===== config.mk =====
export PLATFORM = sky130hd
export DESIGN_NAME = cdb_arbiter_flat
export DESIGN_NICKNAME = d
export VERILOG_FILES = /design/src/rtl/cdb_arbiter_if.sv /design/src/rtl/cdb_arbiter.sv /design/src/flat_wrapper.sv
export SDC_FILE = /design/constraint.sdc
export NUM_CORES = 1
export LEC_CHECK = 0
export CAP_MARGIN = 20
export CORE_MARGIN = 2
export CORE_UTILIZATION = 46
export CTS_BUF_LIST = sky130_fd_sc_hd__clkbuf_4 sky130_fd_sc_hd__clkbuf_8 sky130_fd_sc_hd__clkbuf_16
export DETAILED_ROUTE_END_ITERATION = 10
export PLACE_DENSITY = 0.92
export RECOVER_POWER = 100
export REMOVE_ABC_BUFFERS = 1
export SETUP_SLACK_MARGIN = 0.05
export SYNTH_ARGS = -nofsm -noshare
export SYNTH_HDL_FRONTEND = slang
export SYNTH_SLANG_ARGS = --single-unit

===== constraint.sdc =====
create_clock -name clk_in -period 3.1 [get_ports clk_in]
set_clock_uncertainty 0.2 [all_clocks]
set_input_delay 0.31 -clock clk_in [delete_from_list [all_inputs] [get_ports clk_in]]
set_output_delay 0.31 -clock clk_in [all_outputs]
set_load 0.05 [all_outputs]

===== src/rtl/cdb_arbiter_if.sv =====
// CDB arbiter bus bundle: functional-unit result handshakes, flush and the broadcast CDB.
// master = functional-unit/pipeline side, slave = the arbiter.
interface cdb_arbiter_if #(
  parameter int N_SRC    = 4,
  parameter int DATA_W   = 32,
  parameter int ROB_IX_W = 3,
  parameter int SRC_W    = $clog2(N_SRC)
);
  logic                       flush_in;
  logic [N_SRC-1:0]           valid_in;
  logic [N_SRC*DATA_W-1:0]    value_in;
  logic [N_SRC*ROB_IX_W-1:0]  rob_ix_in;
  logic [N_SRC-1:0]           read_out;
  logic                       cdb_valid_out;
  logic [DATA_W-1:0]          cdb_value_out;
  logic [ROB_IX_W-1:0]        cdb_rob_ix_out;
  logic [SRC_W-1:0]           cdb_src_out;

  modport master (
    output flush_in, valid_in, value_in, rob_ix_in,
    input  read_out, cdb_valid_out, cdb_value_out, cdb_rob_ix_out, cdb_src_out
  );

  modport slave (
    input  flush_in, valid_in, value_in, rob_ix_in,
    output read_out, cdb_valid_out, cdb_value_out, cdb_rob_ix_out, cdb_src_out
  );
endinterface


===== src/rtl/cdb_arbiter.sv =====
// Round-robin CDB arbiter with a one-entry capture slot per functional unit; result on CDB the cycle after capture.
// Backpressure: read_out[i] drops only while slot i is full and not granted; independent of valid_in.
module cdb_arbiter #(
  parameter int N_SRC    = 4,
  parameter int DATA_W   = 32,
  parameter int ROB_IX_W = 3,
  parameter int SRC_W    = $clog2(N_SRC)
) (
  input  logic          clk_in,
  input  logic          rst_in,
  cdb_arbiter_if.slave  bus
);

  logic [N_SRC-1:0]    slot_valid;
  logic [DATA_W-1:0]   slot_value [N_SRC];
  logic [ROB_IX_W-1:0] slot_rob_ix [N_SRC];
  logic [SRC_W-1:0]    rr_ptr;

  logic [N_SRC-1:0]    grant;
  logic                gnt_any;
  logic [SRC_W-1:0]    gnt_ix;
  logic [SRC_W-1:0]    next_ptr;
  logic                bcast;

  // Scan from rr_ptr upward (wrapping); first occupied slot wins.
  always_comb begin
    int idx;
    logic [SRC_W-1:0] idx_s;
    grant   = '0;
    gnt_any = 1'b0;
    gnt_ix  = '0;
    idx     = 0;
    idx_s   = '0;
    for (int k = 0; k < N_SRC; k++) begin
      idx   = (int'(rr_ptr) + k) % N_SRC;
      idx_s = idx[SRC_W-1:0];
      if (!gnt_any && slot_valid[idx_s]) begin
        gnt_any = 1'b1;
        gnt_ix  = idx_s;
      end
    end
    if (gnt_any) grant[gnt_ix] = 1'b1;
  end

  assign next_ptr = (gnt_ix == SRC_W'(N_SRC - 1)) ? '0 : gnt_ix + 1'b1;
  assign bcast    = gnt_any && !bus.flush_in;

  assign bus.read_out       = bus.flush_in ? {N_SRC{1'b1}} : (~slot_valid | grant);
  assign bus.cdb_valid_out  = bcast;
  assign bus.cdb_value_out  = bcast ? slot_value[gnt_ix]  : '0;
  assign bus.cdb_rob_ix_out = bcast ? slot_rob_ix[gnt_ix] : '0;
  assign bus.cdb_src_out    = bcast ? gnt_ix              : '0;

  always_ff @(posedge clk_in) begin
    if (rst_in) begin
      rr_ptr <= '0;
    end else if (bcast) begin
      rr_ptr <= next_ptr;
    end

    // Load takes precedence over grant-clear so a granted slot refills in the same edge.
    for (int i = 0; i < N_SRC; i++) begin
      if (rst_in || bus.flush_in) begin
        slot_valid[i] <= 1'b0;
      end else if (bus.valid_in[i] && bus.read_out[i]) begin
        slot_valid[i]  <= 1'b1;
        slot_value[i]  <= bus.value_in[i*DATA_W +: DATA_W];
        slot_rob_ix[i] <= bus.rob_ix_in[i*ROB_IX_W +: ROB_IX_W];
      end else if (grant[i]) begin
        slot_valid[i] <= 1'b0;
      end
    end
  end

endmodule


===== src/flat_wrapper.sv =====
// flat-port wrapper written by rule: the top's interface ports become plain ports
module cdb_arbiter_flat 
#(
  parameter int N_SRC    = 4,
  parameter int DATA_W   = 32,
  parameter int ROB_IX_W = 3,
  parameter int SRC_W    = $clog2(N_SRC)
)
  (clk_in, rst_in, bus_flush_in, bus_valid_in, bus_value_in, bus_rob_ix_in, bus_read_out, bus_cdb_valid_out, bus_cdb_value_out, bus_cdb_rob_ix_out, bus_cdb_src_out);
  cdb_arbiter_if #(.N_SRC(N_SRC), .DATA_W(DATA_W), .ROB_IX_W(ROB_IX_W), .SRC_W(SRC_W)) bus_i ();
  input  logic clk_in;
  input  logic rst_in;
  input wire logic [$bits(bus_i.flush_in)-1:0] bus_flush_in;
  input wire logic [$bits(bus_i.valid_in)-1:0] bus_valid_in;
  input wire logic [$bits(bus_i.value_in)-1:0] bus_value_in;
  input wire logic [$bits(bus_i.rob_ix_in)-1:0] bus_rob_ix_in;
  output wire logic [$bits(bus_i.read_out)-1:0] bus_read_out;
  output wire logic [$bits(bus_i.cdb_valid_out)-1:0] bus_cdb_valid_out;
  output wire logic [$bits(bus_i.cdb_value_out)-1:0] bus_cdb_value_out;
  output wire logic [$bits(bus_i.cdb_rob_ix_out)-1:0] bus_cdb_rob_ix_out;
  output wire logic [$bits(bus_i.cdb_src_out)-1:0] bus_cdb_src_out;
  assign bus_i.flush_in = bus_flush_in;
  assign bus_i.valid_in = bus_valid_in;
  assign bus_i.value_in = bus_value_in;
  assign bus_i.rob_ix_in = bus_rob_ix_in;
  assign bus_read_out = bus_i.read_out;
  assign bus_cdb_valid_out = bus_i.cdb_valid_out;
  assign bus_cdb_value_out = bus_i.cdb_value_out;
  assign bus_cdb_rob_ix_out = bus_i.cdb_rob_ix_out;
  assign bus_cdb_src_out = bus_i.cdb_src_out;
  cdb_arbiter #(.N_SRC(N_SRC), .DATA_W(DATA_W), .ROB_IX_W(ROB_IX_W), .SRC_W(SRC_W)) u_core (.clk_in(clk_in), .rst_in(rst_in), .bus(bus_i));
endmodule

==> run summary <==
The cell count after placement is about 640. The maximum number of pins on one net before global-route repair is 41. Along the worst path, the maximum fanout reaches 40. The beginning of the critical path is u_core.slot_valid[2]$_SDFFE_PN0P_. The cell family contributing the most delay on the critical path is compound AO/OA/AOI/OAI gates.

For the pin with the worst max-slew slack, the measured transition is between 1 and 1.5 ns. The number of hold violations in the final report is 0. The master of the slowest instance on the critical path is clkdlybuf4s15_2. The synthesized instance count is slightly above 300.

The floorplan step defined a die boundary enclosing 13100 um2. The run finished with clean final reports. The largest single stage delay on the critical path is around 0.4 ns. The average wire length per cell after detail routing came out at between 20 and 25 um. Detailed routing inserted a total of between 3000 and 4000 vias. The worst setup path is of the register to output port kind. The number of different library cells used by synthesis comes to 24.

The floorplan step set the die height to ~110 um. The depth of the worst hold-timing path came out at 3. The finished layout holds around 680 standard cells, fillers aside.

The core utilization of the finished layout came out at 0.711. The tightest slew margin relative to the limit came out at 0.284. The critical path goes through nor2b_1 -> a21o_1 -> a211o_4 -> buf_8 -> mux2i_1 -> o22ai_1 -> clkdlybuf4s15_2. TritonCTS built the clock tree. The total of warnings raised by yosys came out at 0. The fraction of the yosys area taken by sequential cells is 0.768. Relative to the synthesized area, the layout overhead comes to 51.1%. The worst hold-check slack came out at around 0.28 ns. The combined buffer and inverter count along the critical path came out at 2.

Summed over all failing endpoints, the final setup total negative slack is 0 ns. The worst setup path is captured at an output port. The first global-routing pass estimated 21200 um of wire. The number of DRC violations after detailed-routing iteration 0 is about 230. The max-slew violation count is 0. The final non-filler cell area is 8500 um2. Summing all multi-input logic gate instances after layout gives 1160 um2. After detailed routing, the number of vias per cell comes to between 5 and 6. The total iterations of the first detailed-routing run is 4. The antenna violation net count after detailed routing came out at 0.

After legalization and detailed placement, the total HPWL measured about 10000 um. The buffer depth of the longest clock path came out at 2. The fraction of final layout cells with drive strength greater than 1 is 0.167. The endpoint identified for the worst register-to-register timing path is u_core.slot_value[3][1]$_DFFE_PP_.

The worst setup path is launched from a register. The number of flip-flops and latches in the synthesized netlist is 146. For this block, the routed nets add up to 13900 um of wire. The total number of placement rows came out at 40. Setup repair after global routing left no endpoint under its margin.

The register clock-pin slew on the reported worst setup and hold paths came out at ~0.060 ns. For hold timing, the worst endpoint is u_core.slot_valid[2]$_SDFFE_PN0P_. The maximum ir drop on the vdd rail is roughly 350 uV.

Routability-driven placement finished with a final weighted congestion of approximately 0.81. The standby leakage power is 3.34 nW. For this run, the top clock speed supported by timing is ~340 MHz. The worst reg-to-reg setup slack is roughly 0.15 ns.

The overall fraction of global-route tracks in use came out at 0.224. The footprint of the flip-flops and latches came out at between 4000 and 5000 um2. The die width is 115 um. The mean area per synthesized cell came out at 18.1 um2.

The final-layout fill cell count came out at 763. The placeable core region is ~12000 um2. The post-detailed-placement cell area came out at between 8000 and 9000 um2. The worst hold path belongs to the class input port to register. Max-cap violations in this run came to 0. The I/O pin count is 189. Buffers placed on the I/O ports in this run total 188. The initial antenna violation count came to 3. The start point of the worst hold path is bus_valid_in[2]. The number of cells on the worst reg-to-reg path is 8. STA puts the critical path data required time at between 2 and 3 ns.

The clock sink total came out at 146. The number of remaining DRC errors is 0. For the worst setup path, the data arrival time is approximately 2.5 ns.

The via count of the first global-routing pass is approximately 4000. The initial core utilization is 0.471. The total number of nets in the final design is 661.

The final setup violation count came out at 0. For the worst-skew pair, the clock arrives at the later sink with an insertion delay of about 0.42 ns. The worst register-to-register path begins at u_core.slot_valid[2]$_SDFFE_PN0P_. The tree is rooted in a clkbuf_16. After clock tree synthesis, the flow added hold-fix buffers numbering 0.

The final period demand of the worst path is 2.96 ns. The number of H-tree levels came out at 4. Global routing finished with a remaining overflow of 0. Buffers inserted during clock tree synthesis total 17.

The share of the clock period used by the worst path after layout is 0.956. Dividing total power by cell area gives a power density of roughly 560 nW/um2. The area of the mapped netlist is about 5600 um2.
## worst max path at each step
stage	endpoint	depth (start not counted)
detailed placement	u_core.slot_value[1][29]$_DFFE_PP_	7
floorplan	u_core.slot_rob_ix[0][0]$_DFFE_PP_	6
global route	bus_cdb_value_out[19]	7
finish	bus_cdb_value_out[19]	7
global placement	u_core.slot_value[1][16]$_DFFE_PP_	7
CTS	bus_cdb_value_out[23]	7
## cells by family after synthesis
| family | after synthesis | synth area share |
|---|---|---|
| and+or+nand+nor | 19 | 0.0180 |
| buffers and inverters | 24 | 0.0273 |
| adders and majority gates | 1 | 0.00222 |
| AOI/OAI and AO/OA | 50 | 0.0580 |
| muxes | 71 | 0.126 |
| DFF | 146 | 0.768 |
## metal layers
layer | GRT usage | wire [um] | up-vias
met4 | 0.0756 | 264 | 0
li1 | - | - | 1648
met3 | 0.0799 | 1000 | 24
met2 | 0.403 | 7630 | 172
met1 | 0.245 | 4960 | 1703
met5 | 0 | 0 | -
## where the power goes
| part | switching [mW] | total, mW | leakage (nW) | internal [mW] |
|---|---|---|---|---|
| Sequential | 0.0207 | 2.25 | 1.33 | 2.23 |
| Clock | 0.804 | 1.83 | 0.242 | 1.02 |
| Combinational | 0.366 | 0.712 | 1.77 | 0.345 |
## area by class of cell
cell class                 count  area share
clock buffer                  17      0.0500
inverter                      10     0.00441
antenna                        3    0.000883
tap                          147      0.0216
timing repair buffer         197       0.265
sequential                   146       0.509
multi-input combinational    141       0.137
clock inverter                15      0.0129
## stage by stage
step,worst slack [ns],power (mW)
CTS,0.110,4.90
global placement,0.546,3.05
floorplan,-1.50,2.64
finish,0.136,4.79
global route,0.0446,4.96
detailed placement,0.424,3.07
## worst reg2reg max path, stage by stage, from the launching register on
cell and delay (ns):
dfxtp_1 0.34, nor2b_1 0.16, a21o_1 0.18, a211o_4 0.37, inv_1 0.12, ha_1 0.14
nand2b_1 0.15, and3_1 0.58, buf_6 0.38
## timing repair
action                     in CTS  in global routing
setup endpoints to repair      11                 27
resized for setup               1                  3
setup buffers                   0                  0
## state kept, by name, indices dropped and copies added (netlist names)
signal / flops
u_core.rr_ptr: 2
u_core.slot_rob_ix: 12
u_core.slot_valid: 4
u_core.slot_value: 128
## cells in the mapped netlist, drive strengths merged
library cell / count / area [um2]
o21ai: 3 / 15.0
ha: 1 / 12.5
mux2i: 71 / 711
or2: 4 / 25.0
a21oi: 3 / 15.0
dfxtp: 6 / 120
a21boi: 4 / 30.0
inv: 10 / 37.5
a211oi: 1 / 7.51
o22ai: 35 / 219
o32ai: 1 / 16.3
nor2: 5 / 18.8
nand2b: 3 / 18.8
a21o: 2 / 15.0
buf: 11 / 105
nor2b: 1 / 6.26
and3: 4 / 25.0
edfxtp: 140 / 4200
clkbuf: 3 / 11.3
nand2: 2 / 7.51
a211o: 1 / 8.76
## placed cells by master, fill, tap and decap left out, types with 2 or more instances in the layout
master	n
a21boi_0	4
clkbuf_16	17
dfxtp_1	6
clkinv_2	2
diode_2	3
buf_6	2
or2_0	2
or2_2	2
nand2b_1	3
inv_6	4
mux2i_1	71
a21o_1	2
o21ai_1	2
dlygate4sd3_1	141
nand2_1	2
clkbuf_2	11
clkdlybuf4s50_1	6
inv_1	10
edfxtp_1	140
buf_12	33
o22ai_1	35
nor2_1	5
and3_2	3
a21oi_1	3
clkinvlp_4	7
Power figures use the tool's default switching activity.
==> edit (config.mk and constraints unchanged) <==
`DATA_W` is set to 32 in 3 places; all go to 36.
--- a/src/rtl/cdb_arbiter_if.sv
+++ b/src/rtl/cdb_arbiter_if.sv
@@ -3,5 +3,5 @@
 interface cdb_arbiter_if #(
   parameter int N_SRC    = 4,
-  parameter int DATA_W   = 32,
+  parameter int DATA_W   = 36,
   parameter int ROB_IX_W = 3,
   parameter int SRC_W    = $clog2(N_SRC)
--- a/src/rtl/cdb_arbiter.sv
+++ b/src/rtl/cdb_arbiter.sv
@@ -3,5 +3,5 @@
 module cdb_arbiter #(
   parameter int N_SRC    = 4,
-  parameter int DATA_W   = 32,
+  parameter int DATA_W   = 36,
   parameter int ROB_IX_W = 3,
   parameter int SRC_W    = $clog2(N_SRC)
--- a/src/flat_wrapper.sv
+++ b/src/flat_wrapper.sv
@@ -3,5 +3,5 @@
 #(
   parameter int N_SRC    = 4,
-  parameter int DATA_W   = 32,
+  parameter int DATA_W   = 36,
   parameter int ROB_IX_W = 3,
   parameter int SRC_W    = $clog2(N_SRC)
Ports: changed (resized bus_cdb_value_out and bus_value_in); port bits go from 189 to 209. No check against the original RTL was run, so the function may have changed too.
==> edit against the original RTL <==
Worst setup slack got worse by 0.026 ns; wire length rose by 13%; critical path depth is the same; fmax fell by 0.85%; synthesized area is 10% higher; cell area rose by 10%; critical endpoint is now bus_cdb_value_out[14]; largest cell class unchanged; sequential power is 11% higher; via count rose by 12%; die area increased by 9.9%; worst hold slack improved by 0.013 ns; total power increased by 8.3%; sequential cell count increased by 16; highest routed layer unchanged.
==> edit: results (changes against the original RTL) <==
Global route:
- The overall track demand over capacity in global routing is 22.55% (+0.14 points).
- The initial antenna violation count is 4 (+1).
- The global-route wire length before repair is 23.97 mm (+13%).

Place:
- The final HPWL from detailed placement is 11.05 mm (+11%).
- The post-placement setup slack was 0.4526 ns (+0.02884 ns).
- The number of input and output port buffers inserted is 208 (+11%).
- The last weighted congestion value of the routability-driven placer is 0.7623 (-6.0%).
- The number of cells in the design after placement came to 722 (+13%).

Timing:
- The final hold violation count is 0 (unchanged).
- The post-route minimum period is 2.990 ns (+0.02555 ns).
- The worst hold margin is 0.2967 ns (+0.01340 ns).

Finish:
- The final non-filler cell total is 757 (+12%).
- The largest registers in the layout are u_core.slot_value: 144 flops, u_core.slot_rob_ix: 12 flops, u_core.slot_valid: 4 flops.
- The number of nets in the final layout came to 729 (+10%).
- The fraction of layout instances using a drive strength above 1 is 16.49% (-0.24 points).

Critical path:
- The maximum cell stage delay along the critical path is 0.38 ns (-0.02 ns).
- The worst path arrival time is 2.48 ns (+0.03 ns).
- The number of cell instances on the worst register-to-register path came to 7 (-1).
- The cell type of the slowest stage on the worst timing path is sky130_fd_sc_hd__a211o_2.
- The reg-to-reg setup timing slack is 0.27 ns (+0.12 ns).
- The maximum fanout along the worst path is 39 (-2.5%).

Worst hold path:
- The start point of the worst hold path is bus_valid_in[1].

Yosys:
- The number of enable flip-flop cells after synthesis is 156 (+11%).
- Sorting the synthesized cells by how often they occur yields sky130_fd_sc_hd__edfxtp_1, sky130_fd_sc_hd__mux2i_1, sky130_fd_sc_hd__o22ai_1.
- The number of distinct library cells after synthesis is 26 (+8.3%).
- The synthesized netlist cell count is 342 (+10%).
- The sequential share of the synthesized area came to 77.43% (+0.62 points).
- After synthesis, the cell types taking the most area are sky130_fd_sc_hd__edfxtp_1, sky130_fd_sc_hd__mux2i_1, sky130_fd_sc_hd__o22ai_1.

Power and ir drop:
- The leakage power of the design came to 3.681 nW (+10%).
- The maximum vdd ir drop is 337.1 µV (-2.9%).

Detailed routing:
- The mean routed wirelength per cell is 20.73 µm (+1.1%).
- The via count is 3,987 (+12%).
- The number of design-rule violations left by the first detailed-router iteration was 259 (+14%).

Outcome:
- The flow ran to the end, and the final reports show no timing, DRC or antenna violations.

CTS:
- The number of gates given a new drive strength after cts is 2 (+1).
edit: cell count changes after synthesis, moves of 2 or more:
cell / before / now
sky130_fd_sc_hd__o22ai_1: 35 / 39
sky130_fd_sc_hd__buf_6: 8 / 1
sky130_fd_sc_hd__edfxtp_1: 140 / 156
sky130_fd_sc_hd__mux2i_1: 71 / 79
sky130_fd_sc_hd__buf_4: 0 / 7
sky130_fd_sc_hd__clkbuf_1: 3 / 5
edit: layout make-up:
type | instances | area [µm²]
antenna | 5 | 12.51
inverter | 10 | 37.54
sequential | 162 | 4805
multi-input combinational | 153 | 1275
clock inverter | 11 | 90.09
fill | 830 | 3816
timing repair buffer | 221 | 2494
tap | 176 | 220.2
clock buffer | 19 | 440.4
edit: worst paths after layout:
| path | to |
|---|---|
| max | bus_cdb_value_out[14] |
| min | u_core.slot_valid[1] |
| max reg2reg | u_core.slot_value[2][20] |
| min reg2reg | u_core.rr_ptr[0] |
edit: power by group:
part | switching [mW] | internal (mW)
clock network | 0.793 | 1.10
registers | 0.0224 | 2.48
logic | 0.406 | 0.387
total | 1.22 | 3.97
edit: per-layer routing:
metal  vias up  share of wire, %  track usage, %
met5         -                 0               0
met4         0               2.6           10.51
met3        35               6.0           5.466
met2       184                53           38.32
met1      1959                38           27.08
li1       1809                 -               -
edit: cells by family after synthesis:
family | after synthesis | synth area share, %
AOI/OAI and AO/OA | 54 | 5.727
buffers and inverters | 27 | 2.258
and+or+nand+nor | 19 | 1.633
DFF | 162 | 77.43
adders and majority gates | 1 | 0.2016
muxes | 79 | 12.74
edit: stage by stage:
stage	util [%]	total power [mW]	area, µm²
3_5_place_dp	67.79	3.401	8941
5_1_grt	71.03	5.343	9369
3_3_place_gp	67.79	3.375	8941
4_1_cts	71.86	5.281	9479
2_1_floorplan	-	2.929	6102
6_report	71.07	5.189	9374
